**src/rtl/freq_meter_spi_mc.sv**
```systemverilog
`timescale 1ns/1ps
// Multi-channel frequency meter: counts rising edges of CH_NUM asynchronous
// inputs over a fixed gate window and ships the counts out on a mode-0 SPI
// link (channel 0 first, MSB first).
// Optional feature: define FREQ_METER_CRC_EN to append a CRC-8 (poly 0x07,
// init 0x00) computed over the data bits in transmit order.
module freq_meter_spi_mc #(
    parameter int unsigned CH_NUM   = 2,
    parameter int unsigned CNT_W    = 24,
    parameter int unsigned GATE_CYC = 100000,
    parameter int unsigned SCK_DIV  = 4
) (
    input  logic              clk,
    input  logic              rst,
    input  logic [CH_NUM-1:0] sig_in,
    input  logic              en,
    output logic              SCK,
    output logic              MOSI,
    output logic              CS,
    output logic              BUSY,
    output logic [1:0]        Status,
    output logic [CH_NUM-1:0] ovf
);

    localparam int unsigned DATA_W = CH_NUM * CNT_W;
`ifdef FREQ_METER_CRC_EN
    localparam int unsigned CRC_W  = 8;
`else
    localparam int unsigned CRC_W  = 0;
`endif
    localparam int unsigned FRAME_W = DATA_W + CRC_W;
    localparam int unsigned GATE_W  = $clog2(GATE_CYC);
    localparam int unsigned DIV_W   = $clog2(SCK_DIV + 1);
    localparam int unsigned BIT_W   = $clog2(FRAME_W + 1);

    typedef enum logic [1:0] {
        S_IDLE = 2'b00,
        S_GATE = 2'b01,
        S_SEND = 2'b10,
        S_LOAD = 2'b11
    } state_t;

    state_t              r_state;
    state_t              w_state_nxt;
    logic                r_busy;

    logic [CH_NUM-1:0]   r_sync1;
    logic [CH_NUM-1:0]   r_sync2;
    logic [CH_NUM-1:0]   r_sync3;
    logic [CH_NUM-1:0]   w_edge;

    logic [CNT_W-1:0]    r_cnt [CH_NUM];
    logic [CH_NUM-1:0]   r_sticky;
    logic [GATE_W-1:0]   r_gate_cnt;
    logic                w_gate_start;

    logic [DATA_W-1:0]   w_data;
    logic [FRAME_W-1:0]  w_frame;
    logic [FRAME_W-1:0]  r_shift;
    logic [DIV_W-1:0]    r_div;
    logic [BIT_W-1:0]    r_bit;
    logic                r_fin;
    logic                r_sck;
    logic                r_mosi;
    logic                r_cs;
    logic [CH_NUM-1:0]   r_ovf;
    logic                w_send_done;

    // Two-flop synchroniser plus a third stage for rising-edge detection
    always_ff @(posedge clk or negedge rst) begin
        if (!rst) begin
            r_sync1 <= '0;
            r_sync2 <= '0;
            r_sync3 <= '0;
        end else begin
            r_sync1 <= sig_in;
            r_sync2 <= r_sync1;
            r_sync3 <= r_sync2;
        end
    end

    assign w_edge       = r_sync2 & ~r_sync3;
    assign w_gate_start = (w_state_nxt == S_GATE) && (r_state != S_GATE);
    assign w_send_done  = (r_state == S_SEND) && r_fin && (r_div == DIV_W'(SCK_DIV - 1));

    // State register; BUSY is registered alongside the state
    always_ff @(posedge clk or negedge rst) begin
        if (!rst) begin
            r_state <= S_IDLE;
            r_busy  <= 1'b0;
        end else begin
            r_state <= w_state_nxt;
            r_busy  <= (w_state_nxt != S_IDLE);
        end
    end

    // Next-state logic; en is only looked at in IDLE and at frame end
    always_comb begin
        w_state_nxt = r_state;
        case (r_state)
            S_IDLE:  if (en) w_state_nxt = S_GATE;
            S_GATE:  if (r_gate_cnt == GATE_W'(GATE_CYC - 1)) w_state_nxt = S_LOAD;
            S_LOAD:  w_state_nxt = S_SEND;
            S_SEND:  if (w_send_done) w_state_nxt = en ? S_GATE : S_IDLE;
            default: w_state_nxt = S_IDLE;
        endcase
    end

    // Gate timer and saturating edge counters, live only while in GATE
    always_ff @(posedge clk or negedge rst) begin
        if (!rst) begin
            r_cnt      <= '{default: '0};
            r_sticky   <= '0;
            r_gate_cnt <= '0;
        end else if (w_gate_start) begin
            r_cnt      <= '{default: '0};
            r_sticky   <= '0;
            r_gate_cnt <= '0;
        end else if (r_state == S_GATE) begin
            r_gate_cnt <= r_gate_cnt + GATE_W'(1);
            for (int i = 0; i < int'(CH_NUM); i++) begin
                if (w_edge[i]) begin
                    if (r_cnt[i] == {CNT_W{1'b1}}) r_sticky[i] <= 1'b1;
                    else                           r_cnt[i]    <= r_cnt[i] + CNT_W'(1);
                end
            end
        end
    end

    // Pack counters with channel 0 in the most significant (first sent) bits
    always_comb begin
        w_data = '0;
        for (int i = 0; i < int'(CH_NUM); i++) begin
            w_data = (w_data << CNT_W) | DATA_W'(r_cnt[i]);
        end
    end

`ifdef FREQ_METER_CRC_EN
    // Bit-serial CRC-8 over the data bits, MSB first
    function automatic logic [7:0] crc8(input logic [DATA_W-1:0] d);
        logic [7:0]        c;
        logic [DATA_W-1:0] s;
        logic              fb;
        c = '0;
        s = d;
        for (int i = 0; i < int'(DATA_W); i++) begin
            fb = c[7] ^ s[DATA_W-1];
            c  = {c[6:0], 1'b0} ^ (fb ? 8'h07 : 8'h00);
            s  = s << 1;
        end
        return c;
    endfunction

    assign w_frame = {w_data, crc8(w_data)};
`else
    assign w_frame = w_data;
`endif

    // SPI shifter: LOAD primes CS/MOSI, SEND toggles SCK every SCK_DIV cycles
    always_ff @(posedge clk or negedge rst) begin
        if (!rst) begin
            r_shift <= '0;
            r_div   <= '0;
            r_bit   <= '0;
            r_fin   <= 1'b0;
            r_sck   <= 1'b0;
            r_mosi  <= 1'b0;
            r_cs    <= 1'b1;
            r_ovf   <= '0;
        end else begin
            case (r_state)
                S_LOAD: begin
                    r_shift <= w_frame;
                    r_mosi  <= w_frame[FRAME_W-1];
                    r_cs    <= 1'b0;
                    r_sck   <= 1'b0;
                    r_div   <= '0;
                    r_bit   <= '0;
                    r_fin   <= 1'b0;
                    r_ovf   <= r_sticky;
                end
                S_SEND: begin
                    if (r_div == DIV_W'(SCK_DIV - 1)) begin
                        r_div <= '0;
                        if (r_fin) begin
                            r_cs <= 1'b1;
                        end else if (!r_sck) begin
                            r_sck <= 1'b1;
                        end else begin
                            // Falling edge: advance to the next bit
                            r_sck   <= 1'b0;
                            r_shift <= r_shift << 1;
                            r_mosi  <= r_shift[FRAME_W-2];
                            r_bit   <= r_bit + BIT_W'(1);
                            if (r_bit == BIT_W'(FRAME_W - 1)) r_fin <= 1'b1;
                        end
                    end else begin
                        r_div <= r_div + DIV_W'(1);
                    end
                end
                default: begin
                    r_cs   <= 1'b1;
                    r_sck  <= 1'b0;
                    r_mosi <= 1'b0;
                end
            endcase
        end
    end

    assign SCK    = r_sck;
    assign MOSI   = r_mosi;
    assign CS     = r_cs;
    assign BUSY   = r_busy;
    assign Status = r_state;
    assign ovf    = r_ovf;

endmodule
```
**config.mk**
```make
export PLATFORM = sky130hd
export DESIGN_NAME = freq_meter_spi_mc
export DESIGN_NICKNAME = d
export VERILOG_FILES = /design/src/rtl/freq_meter_spi_mc.sv
export SDC_FILE = /design/constraint.sdc
export NUM_CORES = 1
export LEC_CHECK = 0
export ABC_AREA = 1
export ABC_CLOCK_PERIOD_IN_PS = 2200
export CAP_MARGIN = 20
export CORE_MARGIN = 10
export CORE_UTILIZATION = 63
export DETAILED_ROUTE_END_ITERATION = 16
export PLACE_DENSITY = 0.8
export SLEW_MARGIN = 20
export SYNTH_ARGS = -nofsm -noshare
export SYNTH_HDL_FRONTEND = slang
export SYNTH_SLANG_ARGS = --single-unit
```
**constraint.sdc**
```tcl
create_clock -name clk -period 2.2 [get_ports clk]
set_input_delay 0.44 -clock clk [delete_from_list [all_inputs] [get_ports clk]]
set_output_delay 0.44 -clock clk [all_outputs]
set_load 0.01 [all_outputs]
```
== Word level (Yosys, flattened, before mapping) ==
Index checks and enable logic that the tools add are counted.

* Register bits: 138
* Bits of input ports: 5
* Output and inout port bits: 8
* Word-level logic and storage cells: 107

* Add/subtract/negate cells: 5
* Equality and inequality tests: 16
* Mux-type cells: 45
* Bitwise operators: 3
* Reduce and logical (&&, ||, !) cells: 20

{| class="wikitable"
|+ Operators by type and width
! kind !! number
|-
| two-way mux 47 bit || 3
|-
| two-way mux 24 bit || 4
|-
| two-way mux 48 bit || 2
|-
| case mux 47 bit (2 select lines) || 1
|-
| adder 24 x 1 -> 24 bit, second input constant || 2
|-
| == test 24 bit, second input constant || 2
|-
| bitwise OR 48 x 24 -> 48 bit || 1
|-
| two-way mux 17 bit || 2
|-
| two-way mux 1 bit || 18
|-
| two-way mux 6 bit || 3
|-
| adder 17 x 1 -> 17 bit, second input constant || 1
|-
| == test 17 bit, second input constant || 1
|-
| AND reduction 3 bit || 5
|-
| nonzero test 2 bit || 7
|-
| case mux 6 bit (2 select lines) || 1
|-
| two-way mux 2 bit || 5
|-
| != test 2 bit, second input constant || 5
|-
| case mux 2 bit (4 select lines) || 1
|-
| adder 6 x 1 -> 6 bit, second input constant || 1
|-
| == test 6 bit, second input constant || 1
|-
| case mux 1 bit (2 select lines) || 3
|-
| case mux 3 bit (2 select lines) || 1
|-
| AND reduction 2 bit || 3
|-
| == test 2 x 1 -> 1 bit, second input constant || 2
|-
| other kinds (10) || 14
|}

== Depth between registers and ports, before layout ==
Gate-level depths: netlist of run 1.

* Depth after elaboration: 9
* Gate-level depth with buffers: 11
* Depth with buffers taken out: 10

== Worst setup path before layout of run 1 ==
OpenSTA, ideal clock, no wires.

* Path kind: reg-to-reg
* Start: register r_cnt[24] (netlist bit)
* End: register r_cnt[39] (netlist bit)
* Setup time: 0.117 ns
* Arrival: 1.592 ns
* Required time: 2.083 ns
* Slack: 0.490 ns
* Stages on the path, launching flop included: 12
* Buffers on the path: 1
* Period minus slack after synthesis: 1.710 ns
* Path through: dfrtp_1 ha_1 inv_1 nor2_2 nand2_1 nor2_2 nand2_1 nand3_2 nand2_4 buf_6 nand3_1 nand2_1

* Cells in the longest elaborated chain, start to end: 5
* Elaborated cells on any way between the ends: 8
* Those cells by class: add/sub (1); eq/ne (2); mux (4); reduce/logical (1)

{| class="wikitable"
|+ Ends and longest elaborated chain
! element !! RTL line !! RTL
|-
| start, declared || 52 || <nowiki>logic [CNT_W-1:0] r_cnt [CH_NUM];</nowiki>
|-
| start signal, assigned by index || 124 || <nowiki>else r_cnt[i] <= r_cnt[i] + CNT_W'(1);</nowiki>
|-
| adder 24 x 1 -> 24 bit || 124 ||
|-
| two-way mux 24 bit || 123 || <nowiki>if (r_cnt[i] == {CNT_W{1'b1}}) r_sticky[i] <= 1'b1;</nowiki>
|-
| two-way mux 24 bit || 122 || <nowiki>if (w_edge[i]) begin</nowiki>
|-
| two-way mux 48 bit || 119 || <nowiki>end else if (r_state == S_GATE) begin</nowiki>
|-
| two-way mux 48 bit || 115 || <nowiki>end else if (w_gate_start) begin</nowiki>
|}

Several ways; a longest one is shown, not always the timed one. The select of a mux whose other input is x is not followed.
A chain may end at the register's enable or synchronous reset.

== Final worst setup path of run 1 ==
* Start: register r_cnt[0] (netlist bit)
* End: register r_cnt[14] (netlist bit)

The elaborated chain is that of the path after synthesis.

==> results.py, run 1 <==
metrics = {
    "status": {
        "status": "finished clean",
    },
    "clock_network": {
        "clockBufferDepth": 2,
        "cts_tree": "built",
        "clkSinkCount": 138,
        "h-tree-depth": 4,
        "clk_latency_ps": 430,
        "path_clk_slew_ps": 60,
        "cts_resized": 0,
        "root_buffer": "clkbuf_16",
        "numCtsBuffers": 17,
    },
    "pwr": {
        "internal-power_w": 0.00525,
        "vdd_drop_max_mv": 0.795,
        "p_seq_frac": 0.434,
        "power.density_nw_per_um2": 839,
        "swShare": 0.262,
        "switchingPower_w": 0.00186,
        "p_clk_frac": 0.459,
        "power_frac_comb": 0.108,
        "p_leak_nw": 3.76,
    },
    "min_path": {
        "min_to": "r_sync2[1]$_DFF_PN0_",
        "min_path_cells": 0,
        "hp-start": "r_sync1[1]$_DFF_PN0_",
        "hp-class": "reg -> reg",
    },
    "synth": {
        "postSynth.asyncResetShare": 1.00,
        "synthesis.nets": 986,
        "synth_seq_area_share": 0.462,
        "synth_cell_type_count": 41,
        "syn_avg_cell_area_sq_um": 7.65,
        "yosys_warnings": 0,
        "netlist_instances": 976,
        "synthFlopType": "dfrtp_1",
        "syn_area_sq_um": 7470,
        "synth_seq_cells": 138,
        "synth-edff-count": 0,
    },
    "layout": {
        "multiInputGateArea_sq_um": 3400,
        "diodes": 0,
        "instances_no_fill": 1142,
        "ff_latch_area_sq_um": 3450,
        "n_fill_cell": 880,
        "final_nets": 996,
        "area_growth_pct": 13.4,
        "layout_commonest_cell": "nand2_1",
        "final_util": 0.736,
        "layout_common_cells": "294 x nand2_1, 137 x dfrtp_1, 105 x inv_1",
        "drive_above_1_share": 0.0691,
    },
    "grt": {
        "grt_pass1_vias": 6077,
        "grt_max_degree": 96,
        "grt_pass1_wl_um": 28400,
        "grt_remaining_overflow": 0,
        "grt.total_usage": 0.210,
        "grt_antenna_before_repair": 0,
    },
    "floorplan": {
        "placeableCoreArea_sq_um": 11500,
        "ios": 13,
        "die_h_um": 129,
        "start_util": 0.649,
        "die-area_sq_um": 16600,
        "die_w_um": 129,
        "num_rows": 39,
    },
    "setup_path": {
        "worstReg2RegEnd": "r_cnt[14]$_DFFE_PN0P_",
        "critPathKind": "reg -> reg",
        "start_kind": "register",
        "crit_buf_inv": 1,
        "ff2ff_setup_slack_ps": 160,
        "cp_slowest_stage_delay_ps": 430,
        "slowest_stage": "dfrtp_1",
        "crit_chain": "ha_1 -> nand3_1 -> nor2_4 -> nand3_2 -> nor2_2 -> nor2_4 -> buf_4 -> nand4_1 -> nand2_1",
        "crit_path_frequent_cell": "nor2_4",
        "cp_top_family": "simple AND/OR/NAND/NOR gates",
        "cp.required_ps": 2560,
        "endpoint_kind": "register",
        "reg2reg_from": "r_cnt[0]$_DFFE_PN0P_",
        "ff2ff_path_depth": 9,
        "path_max_fanout": 15,
        "arrival_ps": 2400,
    },
    "detailed_routing": {
        "wl_per_cell_um": 14.5,
        "vias_per_cell": 5.55,
        "drt_pass1_iterations": 5,
        "dr_total_vias": 6334,
        "first_iter_violations": 723,
        "drtAntennaViolNets": 0,
        "wl_um": 16600,
        "drc": 0,
    },
    "place": {
        "placedCellCount": 1107,
        "io_buffers": 12,
        "place_ws_ps": 221,
        "gp_congestion": 0.925,
        "dp_hpwl_um": 10600,
    },
    "timing": {
        "setup_tns_ps": 0,
        "slew_viol_final": 0,
        "hold_viol_final": 0,
        "rsz0062_at_grt": "false",
        "worstMarginPinSlew_ps": 546,
        "setup_slack_ps": 155,
        "final-setup-viol-count": 0,
        "whs_ps": 363,
        "period_minus_slack_ps": 2040,
        "max_slew_margin": 0.633,
        "fmax_ghz": 0.489,
        "min_period_over_period": 0.929,
        "clock_skew_ps": 12.3,
    },
    "flow_run": {
        "timing.max_cap.violations": 0,
    },
}
-- cells in the mapped netlist (2+ instances only) --
| master | number | area share |
|---|---|---|
| a211oi_1 | 2 | 0.0020 |
| o21bai_1 | 2 | 0.0020 |
| nor4_1 | 3 | 0.0025 |
| o211ai_1 | 46 | 0.046 |
| nand3b_1 | 9 | 0.0090 |
| clkbuf_1 | 16 | 0.0080 |
| xor2_1 | 25 | 0.029 |
| nor3_1 | 4 | 0.0027 |
| inv_2 | 3 | 0.0015 |
| o21ai_0 | 54 | 0.036 |
| ha_1 | 5 | 0.0084 |
| nand4_1 | 17 | 0.014 |
| o21ai_1 | 14 | 0.0094 |
| buf_1 | 2 | 0.0010 |
| nor2_1 | 103 | 0.052 |
| o21a_1 | 2 | 0.0020 |
| inv_1 | 105 | 0.053 |
| buf_4 | 9 | 0.0090 |
| nor2_2 | 4 | 0.0033 |
| nor2_4 | 2 | 0.0030 |
| nor2_8 | 2 | 0.0054 |
| buf_6 | 4 | 0.0060 |
| buf_2 | 7 | 0.0047 |
| dfrtp_1 | 137 | 0.46 |
| nand2_1 | 294 | 0.15 |
| xnor2_1 | 5 | 0.0059 |
| nand3_2 | 3 | 0.0040 |
| a21oi_1 | 13 | 0.0087 |
| nand3_1 | 72 | 0.048 |
-- metrics by stage --
stage	power (W)	area, sq um
after global placement	0.00383	7750
after CTS	0.00715	8440
after floorplan	0.00361	7470
after global routing	0.00745	8470
final	0.00711	8470
after detailed placement	0.00386	7750
-- area by class of cell --
| class | instances | share of cell area |
|---|---|---|
| sequential | 138 | 0.408 |
| multi-input combinational | 692 | 0.402 |
| clock buffer | 18 | 0.0518 |
| inverter | 109 | 0.0484 |
| timing repair buffer | 28 | 0.0406 |
| clock inverter | 14 | 0.0285 |
| tap | 143 | 0.0211 |
-- state kept, by name, summed over array words and instances (netlist names), 2 cells and up --
signal      count
r_cnt          48
r_shift        47
r_gate_cnt     17
r_bit           6
r_div           3
Status          2
ovf             2
r_sticky        2
r_sync1         2
r_sync2         2
r_sync3         2
-- layer usage --
layer / track usage / vias up / wire [um]
met1: 0.284 / 2929 / 7780
li1: - / 3188 / -
met4: 0.0763 / 0 / 297
met5: 0 / - / 0
met3: 0.0485 / 27 / 926
met2: 0.326 / 190 / 7610
-- worst reg2reg max path, stage by stage (launching register included) --
cell,delay (ps)
dfrtp_1,430
ha_1,290
nand3_1,150
nor2_4,70
nand3_2,70
nor2_2,60
nor2_4,390
buf_4,300
nand4_1,130
nand2_1,90
-- kinds of logic after synthesis --
kind of cell / Yosys count / synth area share
simple gates: 517 / 0.296
buf+inv: 147 / 0.0837
compound gates: 139 / 0.114
flops: 138 / 0.462
xor+xnor: 30 / 0.0352
fa+ha+maj: 5 / 0.00837
-- power groups by stage --
| stage | clock (W) | sequential (W) | combinational [W] |
|---|---|---|---|
| 4_1_cts | 0.00331 | 0.00308 | 0.000762 |
| 2_1_floorplan | 0 | 0.00303 | 0.000584 |
| 3_5_place_dp | 0 | 0.00312 | 0.000743 |
| 5_1_grt | 0.00342 | 0.00312 | 0.000905 |
| 6_report | 0.00326 | 0.00308 | 0.000765 |
| 3_3_place_gp | 0 | 0.00311 | 0.000716 |
-- how the worst max path moves through the flow --
stage / from / endpoint / slack, ps / cells after the start
4_1_cts: r_cnt[0]$_DFFE_PN0P_ / r_cnt[21]$_DFFE_PN0P_ / 170 / 9
3_5_place_dp: r_cnt[0]$_DFFE_PN0P_ / r_cnt[4]$_DFFE_PN0P_ / 220 / 9
5_1_grt: r_cnt[0]$_DFFE_PN0P_ / r_cnt[14]$_DFFE_PN0P_ / 40 / 9
3_3_place_gp: r_cnt[0]$_DFFE_PN0P_ / r_cnt[14]$_DFFE_PN0P_ / 290 / 9
6_report: r_cnt[0]$_DFFE_PN0P_ / r_cnt[14]$_DFFE_PN0P_ / 160 / 9
2_1_floorplan: r_cnt[24]$_DFFE_PN0P_ / r_cnt[39]$_DFFE_PN0P_ / 490 / 11
-- what timing repair did --
| item | 4_1_cts | 5_1_grt |
|---|---|---|
| hold buffers | 1 | 0 |
| endpoints found under the setup margin | 0 | 15 |
| endpoints found under the hold margin | 35 | 0 |
| buffers inserted | 0 | 1 |
Note: power is estimated with default switching activity, not from simulation.
==> inputs of run 2 (changes only) <==
- CORE_UTILIZATION: 63 -> 55
- PLACE_DENSITY: 0.8 -> 0.72
==> run 2 against run 1 <==
Against the previous run: the run now ends with hold timing left; sequential share of layout area is 0.41 points higher; power shrank 7.9%; global-route usage shrank 2.2 points; routed wire length is 1.1% lower; register-to-register slack got worse by 20 ps; sequential power is essentially flat; non-clock buffer count grew 2; clock skew fell by 3.7 ps; cell area decreased by 1.0%; setup slack got worse by 23 ps; critical path depth stayed put; highest routed layer unchanged; die area up 12%.
==> results.py, run 2 (synthesis results as in run 1) <==
metrics = {
    "clock_network": {
        "holdBufCountCts": 0,
        "clkSinkCount": 138,
        "h-tree-depth": 4,
        "clk_latency_ps": 430,
        "numCtsBuffers": 17,
        "root_buffer": "clkbuf_16",
        "clockBufferDepth": 2,
        "path_clk_slew_ps": 60,
        "cts_tree": "built",
    },
    "floorplan": {
        "num_rows": 42,
        "placeableCoreArea_sq_um": 13300,
        "start_util": 0.562,
        "die-area_sq_um": 18600,
        "die_h_um": 137,
        "die_w_um": 137,
        "ios": 13,
    },
    "detailed_routing": {
        "drc": 0,
        "first_iter_violations": 432,
        "vias_per_cell": 5.33,
        "wl_per_cell_um": 14.0,
        "drt_pass1_iterations": 5,
        "dr_total_vias": 6268,
        "wl_um": 16400,
        "drtAntennaViolNets": 0,
    },
    "layout": {
        "layout_commonest_cell": "nand2_1",
        "top_register": "r_cnt",
        "final_cell_area_sq_um": 8390,
        "drive_above_1_share": 0.0699,
        "top_regs": "r_cnt x48, r_shift x47, r_gate_cnt x17",
        "area_growth_pct": 12.2,
        "layout_common_cells": "294 x nand2_1, 137 x dfrtp_1, 105 x inv_1",
        "largest_reg_flops": 48,
        "n_fill_cell": 1142,
        "diodes": 0,
        "final_nets": 998,
        "final_util": 0.631,
    },
    "setup_path": {
        "crit_chain": "ha_1 -> nand3_1 -> nor2_4 -> nand3_2 -> nor2_2 -> nor2_4 -> nor2_4 -> nand2_1 -> nand2_1",
        "slowest_stage": "nor2_4",
        "cp_slowest_stage_delay_ps": 530,
        "arrival_ps": 2380,
        "cp.required_ps": 2510,
        "start_kind": "register",
        "critPathKind": "reg -> reg",
        "endpoint_kind": "register",
        "crit_path_frequent_cell": "nor2_4",
        "ff2ff_setup_slack_ps": 130,
        "path_max_fanout": 26,
    },
    "pwr": {
        "power.density_nw_per_um2": 781,
        "vdd_drop_max_mv": 0.535,
        "p_leak_nw": 3.70,
    },
    "grt": {
        "grt_remaining_overflow": 0,
        "grt-busiest-layer": "met2",
        "met2_usage": 0.310,
        "grt_antenna_before_repair": 0,
        "grt_pass1_vias": 6181,
        "gr-usage-met3": 0.0418,
        "met1_usage": 0.237,
        "grt_max_degree": 69,
        "grt.total_usage": 0.188,
        "grt_pass1_wl_um": 28700,
    },
    "timing": {
        "rsz0062_at_grt": "false",
        "min_period_over_period": 0.940,
        "worstMarginPinSlew_ps": 690,
        "whs_ps": -15.9,
        "slew_viol_final": 0,
        "period_minus_slack_ps": 2070,
        "fmax_ghz": 0.484,
        "clock_skew_ps": 8.61,
        "max_slew_margin": 0.539,
        "setup_tns_ps": 0,
        "final-setup-viol-count": 0,
        "hold_viol_final": 12,
    },
    "place": {
        "dp_hpwl_um": 11100,
        "placed_area_sq_um": 7810,
        "io_buffers": 12,
        "gp_congestion": 0.882,
    },
    "min_path": {
        "hp-class": "in -> async",
    },
    "status": {
        "status": "finished, violations left",
        "violations": "hold timing",
    },
    "flow_run": {
        "timing.max_cap.violations": 0,
    },
}
[run 2: changes by cell type in the layout (fill, tap and decap cells not counted), sizes merged]
| cell | delta |
|---|---|
| bufinv | -5 |
| buf | +3 |
| clkinvlp | +3 |
| clkbuf | +2 |
| dlygate4sd3 | -1 |
[run 2: final cells by class]
class | instances | area (sq um) | area share
clock inverter | 12 | 118 | 0.0140
timing repair buffer | 30 | 332 | 0.0395
clock buffer | 20 | 447 | 0.0533
sequential | 138 | 3450 | 0.412
inverter | 109 | 413 | 0.0492
multi-input combinational | 692 | 3400 | 0.406
tap | 176 | 220 | 0.0263
[run 2: report_power, final]
group | leakage, nW | switching (W) | internal [W]
registers | 1.84 | 0.000310 | 0.00278
logic | 1.60 | 0.000441 | 0.000308
clock network | 0.264 | 0.00112 | 0.00159
total | 3.70 | 0.00187 | 0.00468
[run 2: metal layers]
| metal | share of wire | up-vias |
|---|---|---|
| met5 | 0 | - |
| met4 | 0.014 | 0 |
| met3 | 0.034 | 25 |
| met2 | 0.48 | 113 |
| met1 | 0.47 | 2936 |
| li1 | - | 3194 |
[run 2: per-stage QoR]
stage,hold WS (ps),instances,power (W),setup WS [ps]
floorplan,144,976,0.00361,490
global placement,333,1144,0.00385,211
detailed placement,343,1144,0.00387,165
CTS,3.18,1176,0.00661,132
global route,15.7,1177,0.00689,8.77
finish,-15.9,1177,0.00655,132
[run 2: final timing paths]
check,start,end,cells past startpoint
min reg2reg,r_sync1[1]$_DFF_PN0_,r_sync2[1]$_DFF_PN0_,0
max in group asynchronous,rst,r_cnt[3]$_DFFE_PN0P_,2
max reg2reg,r_cnt[0]$_DFFE_PN0P_,r_cnt[15]$_DFFE_PN0P_,9
min in group clk,r_sync1[1]$_DFF_PN0_,r_sync2[1]$_DFF_PN0_,0
min,rst,r_shift[28]$_DFFE_PN0P_,1
max,r_cnt[0]$_DFFE_PN0P_,r_cnt[15]$_DFFE_PN0P_,9
[run 2: timing repair]
item                       in CTS  in global routing
setup buffers                   0                  0
setup endpoints to repair       0                  9
hold endpoints to repair        0                  0
resized for setup               0                  1
[run 2: critical path: cells and delay by family (launching register included)]
family / cells / cell delay (ps)
adder cells (fa/ha/maj): 1 / 290
flip-flops: 1 / 440
AND/OR/NAND/NOR: 8 / 1220
==> inputs of run 3 (changes only) <==
- CAP_MARGIN: 20 -> 25
- CORE_UTILIZATION: 55 -> 60
- PLACE_DENSITY: 0.72 -> 0.77
==> run 3 against run 2 <==
Against the previous run: via count is 0.34% lower; fmax is 3.1% higher; cell area is 0.31% higher; critical path type is now reg -> out; combinational power hardly changed; flip-flop and latch count stayed put; global-route usage hardly changed; power is 3.8% higher; die area is 7.1% lower; clock skew is 3.2 ps lower; setup slack better by 63 ps; core utilization is 6.4 points higher; the run now ends clean.
==> results.py, run 3 (synthesis results as in run 1) <==
metrics = {
    "timing": {
        "period_minus_slack_ps": 2000,
        "setup_tns_ps": 0,
        "clock_skew_ps": 5.41,
        "min_period_over_period": 0.911,
        "rsz0062_at_grt": "false",
        "fmax_ghz": 0.499,
        "max_slew_margin": 0.641,
        "slew_viol_final": 0,
        "hold_viol_final": 0,
        "worstMarginPinSlew_ps": 539,
        "final-setup-viol-count": 0,
    },
    "setup_path": {
        "crit_chain": "clkdlybuf4s50_1",
        "cp.required_ps": 1760,
        "ff2ff_setup_slack_ps": 230,
        "cp_top_family": "buffers and inverters",
        "start_kind": "register",
        "endpoint_kind": "primary output",
        "crit_start": "Status[0]$_DFF_PN0_",
        "reg2reg_from": "r_cnt[0]$_DFFE_PN0P_",
        "cp_slowest_stage_delay_ps": 610,
        "path_max_fanout": 5,
        "worstReg2RegEnd": "r_cnt[13]$_DFFE_PN0P_",
        "crit_buf_inv": 1,
        "ff2ff_path_depth": 9,
        "slowest_stage": "clkdlybuf4s50_1",
        "arrival_ps": 1560,
        "critPathKind": "reg -> out",
    },
    "layout": {
        "area_growth_pct": 12.6,
        "drive_above_1_share": 0.0681,
        "top_regs": "r_cnt x48, r_shift x47, r_gate_cnt x17",
        "top_register": "r_cnt",
        "largest_reg_flops": 48,
        "diodes": 0,
        "instances_no_fill": 1166,
        "final_nets": 995,
        "n_fill_cell": 1029,
        "final_cell_area_sq_um": 8410,
        "layout_common_cells": "294 x nand2_1, 137 x dfrtp_1, 105 x inv_1",
        "layout_commonest_cell": "nand2_1",
    },
    "flow_run": {
        "timing.max_cap.violations": 0,
    },
    "grt": {
        "grt_pass1_wl_um": 27500,
        "grt_max_degree": 94,
        "grt_pass1_vias": 5869,
        "grt_remaining_overflow": 0,
        "grt_antenna_before_repair": 0,
        "grt.total_usage": 0.188,
    },
    "clock_network": {
        "numCtsBuffers": 17,
        "cts_tree": "built",
        "clk_latency_ps": 420,
        "h-tree-depth": 4,
        "root_buffer": "clkbuf_16",
        "clockBufferDepth": 2,
        "path_clk_slew_ps": 60,
        "clkSinkCount": 138,
    },
    "detailed_routing": {
        "dr_total_vias": 6247,
        "wl_um": 15900,
        "wl_per_cell_um": 13.6,
        "drc": 0,
        "drtAntennaViolNets": 0,
        "drt_pass1_iterations": 6,
        "first_iter_violations": 634,
        "vias_per_cell": 5.36,
    },
    "pwr": {
        "power.density_nw_per_um2": 808,
        "p_leak_nw": 3.72,
        "vdd_drop_max_mv": 0.522,
    },
    "floorplan": {
        "die-area_sq_um": 17300,
        "num_rows": 40,
        "die_h_um": 132,
        "die_w_um": 132,
        "ios": 13,
        "placeableCoreArea_sq_um": 12100,
        "start_util": 0.617,
    },
    "place": {
        "dp_hpwl_um": 10300,
        "gp_congestion": 0.926,
        "placed_area_sq_um": 7750,
        "placedCellCount": 1131,
        "io_buffers": 12,
    },
    "min_path": {
        "min_path_cells": 0,
        "hp-start": "r_sync1[1]$_DFF_PN0_",
        "hp-class": "reg -> reg",
        "min_to": "r_sync2[1]$_DFF_PN0_",
    },
    "status": {
        "status": "finished clean",
    },
}
[run 3: power breakdown]
group | internal, W | switching [W] | total, W
logic | 0.000308 | 0.000444 | 0.000751
clock network | 0.00190 | 0.00106 | 0.00296
registers | 0.00278 | 0.000315 | 0.00309
[run 3: final cells by class]
cell class              count  area [sq um]  area share
clock inverters            11           143      0.0170
multi-input cells         692          3400       0.404
clock buffers              21           480      0.0571
inverters                 109           410      0.0488
repair buffers             27           312      0.0370
well taps                 168           210      0.0250
flip-flops and latches    138          3450       0.411
[run 3: stage by stage]
step           utilization  hold slack [ps]  power (W)  setup slack, ps
2_1_floorplan            -              144    0.00361              490
3_3_place_gp         0.640              333    0.00383              287
3_5_place_dp         0.640              346    0.00386              204
4_1_cts              0.692              359    0.00683              171
5_1_grt              0.695              365    0.00710             42.4
6_report             0.695              361    0.00680              195
[run 3: metal layers]
layer	GRT usage	vias up	wire length (um)
met4	0.0896	0	334
met5	0	-	0
li1	-	3189	-
met3	0.0385	28	725
met2	0.280	138	6990
met1	0.256	2892	7850
[run 3: how the worst max path moves through the flow]
stage / depth (start not counted) / end
floorplan: 11 / r_cnt[39]$_DFFE_PN0P_
global placement: 9 / r_cnt[2]$_DFFE_PN0P_
detailed placement: 9 / r_cnt[22]$_DFFE_PN0P_
CTS: 1 / Status[0]
global route: 9 / r_cnt[12]$_DFFE_PN0P_
finish: 1 / Status[0]
[run 3: timing repair]
| action | in CTS | in global routing |
|---|---|---|
| hold buffers | 1 | 0 |
| setup buffers | 0 | 1 |
| gates resized for setup | 0 | 0 |
| setup endpoints to repair | 0 | 17 |
| endpoints found under the hold margin | 25 | 0 |
==> RTL change, RTL diff (flow settings as in run 3) <==
`CNT_W`: 24 -> 16.
--- a/src/rtl/freq_meter_spi_mc.sv
+++ b/src/rtl/freq_meter_spi_mc.sv
@@ -6,7 +6,7 @@
 // init 0x00) computed over the data bits in transmit order.
 module freq_meter_spi_mc #(
     parameter int unsigned CH_NUM   = 2,
-    parameter int unsigned CNT_W    = 24,
+    parameter int unsigned CNT_W    = 16,
     parameter int unsigned GATE_CYC = 100000,
     parameter int unsigned SCK_DIV  = 4
 ) (
Formal check against the unedited RTL: no difference found for any inputs over 10 cycles, from zero or initial values and one cycle with rst low; that may be too few to reach the edited logic, so the function may still have changed.
==> RTL change against run 3 <==
Worst setup slack improved by 0.034 ns. Final cell count decreased by 27%. Fmax increased by 1.7%. Total power decreased by 38%. Global-route usage decreased by 0.64 points. Area after synthesis decreased by 24%. Routed wire length decreased by 28%. Worst hold slack got worse by 0.35 ns. Sequential power decreased by 22%. Sequential cell count decreased by 32. First-iteration DRC count decreased by 32%. Die area decreased by 21%. Cell area decreased by 27%. Largest power group unchanged. Highest routed layer unchanged.
==> RTL change: results (changes against run 3) <==
{| class="wikitable"
! Metric !! Value
|-
| Headroom to the max-slew limit || 47.3% (-17 points)
|-
| Number of global-route vias before repair || 4512 (-23%)
|-
| Seq Cell Count || 106 (-23%)
|-
| LEAKAGE || 2.70 nW (-27%)
|-
| Worst reg2reg path startpoint || r_cnt[16]$_DFFE_PN0P_
|-
| Area of placed instances || 5920 µm² (-24%)
|-
| Sequential element share of the synthesized area || 47.0% (+0.80 points)
|-
| Peak supply drop || 414 µV (-21%)
|-
| Seq/total area || 43.4% (+2.3 points)
|-
| Number of buffers inserted during clock tree synthesis || 9 (-8)
|-
| Non-filler instance count after layout || 853 (-27%)
|-
| Worst-case reg-to-reg path depth || 8 (-1)
|-
| Cells after synthesis || 725 (-26%)
|-
| Setup slack, reg-to-reg || 0.23 ns (about the same)
|-
| Number of filler cells placed in the layout || 763 (-26%)
|-
| Post-route clock skew || 0.0196 ns (+0.0142 ns)
|-
| Library cells used by synthesis || 38 (-7.3%)
|-
| Largest regs || r_cnt x32, r_shift x31, r_gate_cnt x17
|-
| Met1 routing resource usage after global routing || 23.8% (-1.8 points)
|-
| DP Cell Count || 837 (-26%)
|-
| Biggest area contributors in the synthesized netlist || sky130_fd_sc_hd__dfrtp_1, sky130_fd_sc_hd__nand2_1, sky130_fd_sc_hd__nand3_1
|-
| Fin util || 66.5% (-3.0 points)
|-
| Clk tree area frac || 3.23% (-4.2 points)
|-
| Total half-perimeter wirelength after legalization and detailed placement || 8090 µm (-21%)
|-
| Tot GR Track Use || 18.1% (-0.64 points)
|-
| Worst Setup Slack post-DPL || 0.283 ns (+0.0789 ns)
|-
| Detailed Route Iter0 Violations || 432 (-32%)
|-
| Drt wl/cell || 13.4 µm (-1.4%)
|-
| Number of nets in the layout || 747 (-25%)
|-
| Clock latency of the later-clocked register in the worst-skew pair || 0.39 ns (-0.03 ns)
|-
| Share of cell area taken by multi-input logic gates || 41.4% (+0.98 points)
|-
| Number of H-tree levels || 3 (-1)
|-
| Slowest stage cell on the critical path || sky130_fd_sc_hd__nor3_1
|-
| Maximum number of pins on one net before global-route repair || 49 (-48%)
|-
| Share of final-layout standard cells stronger than drive strength 1 || 6.33% (-0.48 points)
|-
| Multi-input combinational cell count || 509 (-26%)
|-
| Min-Delay Path Class || primary input to async pin
|-
| Outcome || complete, no violations
|}
## RTL change: changes by cell type after synthesis, moves of 19 or more
cell | before | now
sky130_fd_sc_hd__nand2_1 | 294 | 198
sky130_fd_sc_hd__o21ai_0 | 54 | 10
sky130_fd_sc_hd__o21ai_1 | 14 | 33
sky130_fd_sc_hd__nor2_1 | 103 | 73
sky130_fd_sc_hd__inv_1 | 105 | 79
sky130_fd_sc_hd__dfrtp_1 | 137 | 105
## RTL change: cell families (layout without fill, tap and decap cells)
group | after synthesis | after routing | synth area share (%)
AO/OA/AOI/OAI | 94 | 94 | 10.5
XOR/XNOR | 19 | 19 | 2.95
adder cells (fa/ha/maj) | 5 | 5 | 1.11
buffers and inverters | 110 | 127 | 8.23
flip-flops | 106 | 106 | 47.0
AND/OR/NAND/NOR | 391 | 391 | 30.2
## RTL change: worst max-delay path by stage
stage,from,slack [ns],endpoint
after detailed placement,r_cnt[16]$_DFFE_PN0P_,0.28,r_cnt[18]$_DFFE_PN0P_
after global placement,r_cnt[16]$_DFFE_PN0P_,0.39,r_cnt[31]$_DFFE_PN0P_
after CTS,Status[0]$_DFF_PN0_,0.21,Status[0]
after floorplan,r_cnt[16]$_DFFE_PN0P_,0.59,r_cnt[28]$_DFFE_PN0P_
after global routing,r_cnt[16]$_DFFE_PN0P_,0.05,r_cnt[18]$_DFFE_PN0P_
final,r_cnt[16]$_DFFE_PN0P_,0.23,r_cnt[29]$_DFFE_PN0P_
## RTL change: power breakdown
| part | switching, W | leakage [nW] | total, W | internal, W |
|---|---|---|---|---|
| sequential | 0.000267 | 1.41 | 0.00241 | 0.00214 |
| combinational | 0.000337 | 1.19 | 0.000590 | 0.000253 |
| clock | 0.000754 | 0.0977 | 0.00120 | 0.000445 |
| total | 0.00136 | 2.70 | 0.00419 | 0.00284 |
